File: config.mk
export PLATFORM = sky130hd
export DESIGN_NAME = multicycle_ctrl_fsm
export DESIGN_NICKNAME = d
export VERILOG_FILES = /design/src/rtl/multicycle_ctrl_fsm.sv
export SDC_FILE = /design/constraint.sdc
export NUM_CORES = 1
export LEC_CHECK = 0
export CORE_MARGIN = 10
export CORE_UTILIZATION = 50
export DETAILED_ROUTE_END_ITERATION = 6
export DONT_BUFFER_PORTS = 1
export PLACE_DENSITY = 0.68
export SYNTH_ARGS = -nofsm -noshare
export SYNTH_HDL_FRONTEND = slang
export SYNTH_SLANG_ARGS = --single-unit
File: constraint.sdc
create_clock -name clk -period 2.25 [get_ports clk]
set_input_delay 0.225 -clock clk [delete_from_list [all_inputs] [get_ports clk]]
set_output_delay 0.225 -clock clk [all_outputs]
set_load 0.02 [all_outputs]
File: src/rtl/multicycle_ctrl_fsm.sv
// multicycle_ctrl_fsm: IF/ID/EX/MEM/WB control for the multi-cycle RV32I core with memory handshake timeout
module multicycle_ctrl_fsm #(
  parameter int XLEN      = 32,
  parameter int HALT_CODE = 10,
  parameter int TIMEOUT   = 255,
  parameter int CNT_W     = 32
) (
  input  logic             clk,
  input  logic             reset,
  input  logic [6:0]       opcode,
  input  logic             bcond,
  input  logic [XLEN-1:0]  x17,
  input  logic             mem_ready,
  output logic             mem_req,
  output logic             mem_we,
  output logic             i_or_d,
  output logic             ir_write,
  output logic             pc_write,
  output logic [1:0]       pc_src,
  output logic             alu_src_a,
  output logic [1:0]       alu_src_b,
  output logic [1:0]       alu_op_sel,
  output logic             aluout_write,
  output logic             reg_write,
  output logic [1:0]       wb_sel,
  output logic             is_halted,
  output logic [1:0]       err,
  output logic [2:0]       state,
  output logic [CNT_W-1:0] instret
);
  localparam logic [6:0] OP_R     = 7'b0110011;
  localparam logic [6:0] OP_I     = 7'b0010011;
  localparam logic [6:0] OP_LUI   = 7'b0110111;
  localparam logic [6:0] OP_AUIPC = 7'b0010111;
  localparam logic [6:0] OP_LOAD  = 7'b0000011;
  localparam logic [6:0] OP_STORE = 7'b0100011;
  localparam logic [6:0] OP_BR    = 7'b1100011;
  localparam logic [6:0] OP_JAL   = 7'b1101111;
  localparam logic [6:0] OP_JALR  = 7'b1100111;
  localparam logic [6:0] OP_SYS   = 7'b1110011;

  typedef enum logic [2:0] {
    S_IF = 3'd0, S_ID = 3'd1, S_EX = 3'd2, S_MEM = 3'd3,
    S_WB = 3'd4, S_HALT = 3'd5, S_ERR = 3'd6
  } state_t;

  state_t      st;
  logic        run;
  logic [15:0] wait_cnt;

  logic is_r, is_i, is_upper, is_load, is_store, is_br, is_jal, is_jalr, is_sys, legal;
  logic halt_req, timed_out;

  assign is_r      = opcode == OP_R;
  assign is_i      = opcode == OP_I;
  assign is_upper  = opcode == OP_LUI || opcode == OP_AUIPC;
  assign is_load   = opcode == OP_LOAD;
  assign is_store  = opcode == OP_STORE;
  assign is_br     = opcode == OP_BR;
  assign is_jal    = opcode == OP_JAL;
  assign is_jalr   = opcode == OP_JALR;
  assign is_sys    = opcode == OP_SYS;
  assign legal     = is_r | is_i | is_upper | is_load | is_store | is_br | is_jal | is_jalr | is_sys;
  assign halt_req  = is_sys && x17 == XLEN'(HALT_CODE);
  // wait_cnt counts earlier request cycles without ready; this is the last allowed one
  assign timed_out = mem_req && !mem_ready && wait_cnt == 16'(TIMEOUT - 1);
  assign state     = st;

  // datapath controls decoded from the current step, opcode and branch condition
  always_comb begin
    mem_req      = 1'b0;
    mem_we       = 1'b0;
    i_or_d       = 1'b0;
    ir_write     = 1'b0;
    pc_write     = 1'b0;
    pc_src       = 2'd0;
    alu_src_a    = 1'b0;
    alu_src_b    = 2'd0;
    alu_op_sel   = 2'd0;
    aluout_write = 1'b0;
    reg_write    = 1'b0;
    wb_sel       = 2'd0;
    is_halted    = 1'b0;
    case (st)
      S_IF: begin
        mem_req  = run;
        ir_write = run && mem_ready;
      end
      S_ID: begin
        alu_src_b    = 2'd1;
        aluout_write = 1'b1;
        pc_write     = is_sys && !halt_req;
      end
      S_EX: begin
        if (is_r || is_i) begin
          alu_src_a    = 1'b1;
          alu_src_b    = is_i ? 2'd1 : 2'd0;
          alu_op_sel   = 2'd1;
          aluout_write = 1'b1;
        end else if (is_upper) begin
          alu_src_b    = 2'd1;
          alu_op_sel   = 2'd1;
          aluout_write = 1'b1;
        end else if (is_load || is_store) begin
          alu_src_a    = 1'b1;
          alu_src_b    = 2'd1;
          aluout_write = 1'b1;
        end else if (is_br) begin
          alu_src_a  = 1'b1;
          alu_op_sel = 2'd2;
          pc_write   = 1'b1;
          pc_src     = bcond ? 2'd1 : 2'd0;
        end else if (is_jal) begin
          pc_write  = 1'b1;
          pc_src    = 2'd1;
          reg_write = 1'b1;
          wb_sel    = 2'd2;
        end else if (is_jalr) begin
          alu_src_a = 1'b1;
          alu_src_b = 2'd1;
          pc_write  = 1'b1;
          pc_src    = 2'd2;
          reg_write = 1'b1;
          wb_sel    = 2'd2;
        end
      end
      S_MEM: begin
        mem_req  = 1'b1;
        i_or_d   = 1'b1;
        mem_we   = is_store;
        pc_write = is_store && mem_ready;
      end
      S_WB: begin
        reg_write = 1'b1;
        wb_sel    = is_load ? 2'd1 : 2'd0;
        pc_write  = 1'b1;
      end
      default: is_halted = 1'b1;
    endcase
  end

  // step sequencing, sticky error code, request wait counter and retire counter
  always_ff @(posedge clk or negedge reset) begin
    if (!reset) begin
      st       <= S_IF;
      run      <= 1'b0;
      err      <= 2'd0;
      wait_cnt <= 16'd0;
      instret  <= '0;
    end else begin
      run      <= 1'b1;
      instret  <= instret + CNT_W'(pc_write);
      wait_cnt <= (mem_req && !mem_ready) ? wait_cnt + 16'd1 : 16'd0;
      case (st)
        S_IF: begin
          if (timed_out) begin
            st  <= S_ERR;
            err <= 2'd2;
          end else if (mem_req && mem_ready) st <= S_ID;
        end
        S_ID: begin
          if (is_sys) st <= halt_req ? S_HALT : S_IF;
          else if (!legal) begin
            st  <= S_ERR;
            err <= 2'd1;
          end else st <= S_EX;
        end
        S_EX: st <= (is_load || is_store) ? S_MEM : (is_br || is_jal || is_jalr) ? S_IF : S_WB;
        S_MEM: begin
          if (timed_out) begin
            st  <= S_ERR;
            err <= 2'd2;
          end else if (mem_ready) st <= is_store ? S_IF : S_WB;
        end
        S_WB: st <= S_IF;
        default: st <= st;
      endcase
    end
  end
endmodule

==> impl_metrics.toml <==
[run_status]
status = "complete, no violations"

[timing]
fin_crit_sh = 0.973
clock_skew_ns = 0.0139
setup_slack_ns = 0.0607
timing.fmax_ghz = 0.457
whs_ns = 0.184
rsz0062_at_grt = "yes"
setup_viol = 0
hold_violations = 0
fin_setup_tns_ns = 0
maxSlewViolCount = 0
period_needed_ns = 2.19

[routing]
drc = 0
route.detailed.vias_per_inst = 5.72
dr.pass1.iters = 4
routed_wl_mm = 7.36
highest_layer = "met4"
wl_met3_um = 722
ant_nets = 0
drt_iter0_drc = 106
wl_met1_mm = 3.03
wire_per_inst_um = 17.7
num_vias = 2379
met2_length_mm = 3.55

[cts]
clkTransAtPathRegs_ns = 0.11
clk-insertion-delay-late_ns = 0.32
cts_max_path_buffers = 2
h-tree-depth = 2
numCtsBuffers = 5
clock-sinks = 54
cts_root_buf = "clkbuf_8"
cts_tree = "yes"

[finish]
area_growth_pct = 22.4
n_antenna_cell = 0
nets = 390
finish.instance_area_sq_um = 3530
final_layout_size_suffix_gt1_frac = 0.241

[place]
pre_cts_slack_ns = 0.0308
dpl_cell_area_sq_um = 3340
gp_congestion = 0.879
port_buffers = 0
dp_hpwl_mm = 5.92

[grt]
grt_usage = 0.155
grt_pass1_wl_mm = 11.4
overflow = 0
grt_antenna_before_repair = 0
grt_max_degree = 55
first_global_vias = 2278

[synth]
ys.flop_type = "dfrtp_1"
synth_cell_type_count = 45
yosysMostFrequentCell = "dfrtp_1"
syn_avg_cell_area_sq_um = 9.63
postSynthCellCount = 299
ys_top_cells_by_count = "dfrtp_1 (54), nor2_1 (35), nand2_1 (30), xnor2_1 (24), xor2_1 (17)"
yosysTopAreaCell = "dfrtp_1"
synth_edf_count = 0
synth_area_leaders = "dfrtp_1 (47%), xnor2_1 (7.3%), xor2_1 (5.2%)"
syn_nets = 346
async_reset_ff_frac = 1.00
ys_ff_latch = 54
seq_area_frac_synth = 0.469
ys_warn_count = 0
syn_area_sq_um = 2880
synth_top_area_frac = 0.469

[hold_path]
min_to = "instret[0]"
hold_path_class = "in2reg"
min_from = "mem_ready"
whs_path_depth = 3

[die]
initial_core_util = 0.520
die_h_um = 95.9
io_pins = 97
floorplan.rows = 27
core_area_sq_um = 5540
die_x_um = 95.9
die-area_sq_um = 9200

[critical_path]
r2r_start = "state[2]"
path_delay_family = "simple AND/OR/NAND/NOR gates"
cp_max_fo = 6
critPathKind = "reg2reg"
setup.worst_path.end_class = "register"
max_stage_delay_ns = 0.47
r2r_end = "instret[22]"
cp_slowest_cell = "dfrtp_2"
cp_cell_sequence = "and3b_2, and3_4, nand2_2, o221ai_4, ha_4, ha_4, inv_4, nor4_4, nand2_1, nor3_2, xor2_1"
rrSetupSlack_ns = 0.06
r2r_cells = 11
start_kind = "register"
required_ns = 2.50
critPathBufInv = 1
path_common_cell = "ha_4"
worst-endpoint-arrival_ns = 2.43

[flow_run]
drv_cap = 0

[pwr]
p_leak_nw = 1.59
power_density_nw_per_um2 = 452
ir_drop_uv = 363
## how the worst max path moves through the flow
stage / cells past startpoint / endpoint / startpoint / slack (ns)
after floorplan: 11 / instret[26] / state[2] / -0.06
after global placement: 9 / instret[23] / state[2] / 0.09
after detailed placement: 9 / instret[23] / state[2] / 0.03
after CTS: 9 / instret[23] / state[2] / 0.02
after global routing: 10 / instret[22] / state[1] / -0.09
final: 11 / instret[22] / state[2] / 0.06
## layout by cell type, fill, tap and decap left out, types with 2 or more instances in the layout
cell type	Yosys	final
a21oi_1	11	11
nor4_1	10	9
nor2b_1	4	4
and3_1	5	4
buf_4	2	42
nand4_1	16	16
nor2_2	0	2
inv_6	0	2
inv_1	10	9
nor4b_1	3	3
nor2_1	35	32
nand2_2	0	3
or3_1	5	5
xnor2_1	24	24
nand3_1	16	15
o21ai_0	7	7
and4_1	2	2
a211oi_1	3	3
ha_4	0	2
dfrtp_1	54	52
ha_1	4	2
and2_1	4	3
nand2_1	30	26
nor3_4	0	2
clkbuf_8	0	5
nor4_4	1	3
xor2_1	17	17
nor3_2	0	2
conb_1	2	2
dfrtp_2	0	2
nor3_1	8	4
## power breakdown
group          internal (mW)  leakage, nW  switching (mW)  total (mW)
combinational         0.0191        0.817          0.0309      0.0500
sequential             0.971        0.726        0.000534       0.971
clock                  0.230       0.0491           0.343       0.573
## logic make-up (layout without fill, tap and decap cells)
group,Yosys count,after routing,synth area share
AOI/OAI and AO/OA,32,32,0.0756
xor gates and xnor gates,41,41,0.125
adders and majority gates,4,4,0.0174
buffers and inverters,17,62,0.0278
DFF,54,54,0.469
other,2,2,0.00261
and+or+nand+nor,149,149,0.283
## worst min-delay path: cells and delay by family
family,cells,cell delay [ns]
and+or+nand+nor,1,0.05
adders and majority gates,1,0.13
AOI/OAI and AO/OA,1,0.07
## area by class of cell
type / instances / area, sq um
Clock buffer: 5 / 68.8
Clock inverter: 3 / 26.3
Fill cell: 466 / 2010
Inverter: 10 / 40.0
Multi-Input combinational cell: 228 / 1590
Sequential cell: 54 / 1350
Tap cell: 72 / 90.1
Timing Repair Buffer: 44 / 353
## through the flow
stage / total power [mW] / utilization / instances
final: 1.59 / 0.636 / 416
after global routing: 1.65 / 0.636 / 416
after CTS: 1.61 / 0.627 / 411
after detailed placement: 1.02 / 0.603 / 401
after global placement: 1.01 / 0.603 / 401
after floorplan: 1.01 / - / 299
## what timing repair did
| action | CTS | global route |
|---|---|---|
| setup endpoints to repair | 0 | 17 |
| buffers inserted | 0 | 5 |
| endpoints found under the hold margin | 54 | 0 |
| gates resized for setup | 0 | 3 |
| hold buffers | 2 | 0 |
## sequential cells by signal, indices dropped and copies added (netlist names)
register	count
err	2
instret	32
run	1
state	3
wait_cnt	16
## metal layers
| layer | GRT usage | vias up |
|---|---|---|
| met2 | 0.260 | 90 |
| met1 | 0.191 | 1136 |
| met3 | 0.0475 | 6 |
| met5 | 0 | - |
| met4 | 0.0369 | 0 |
| li1 | - | 1147 |
No activity file was read; power rests on OpenSTA's default activity.
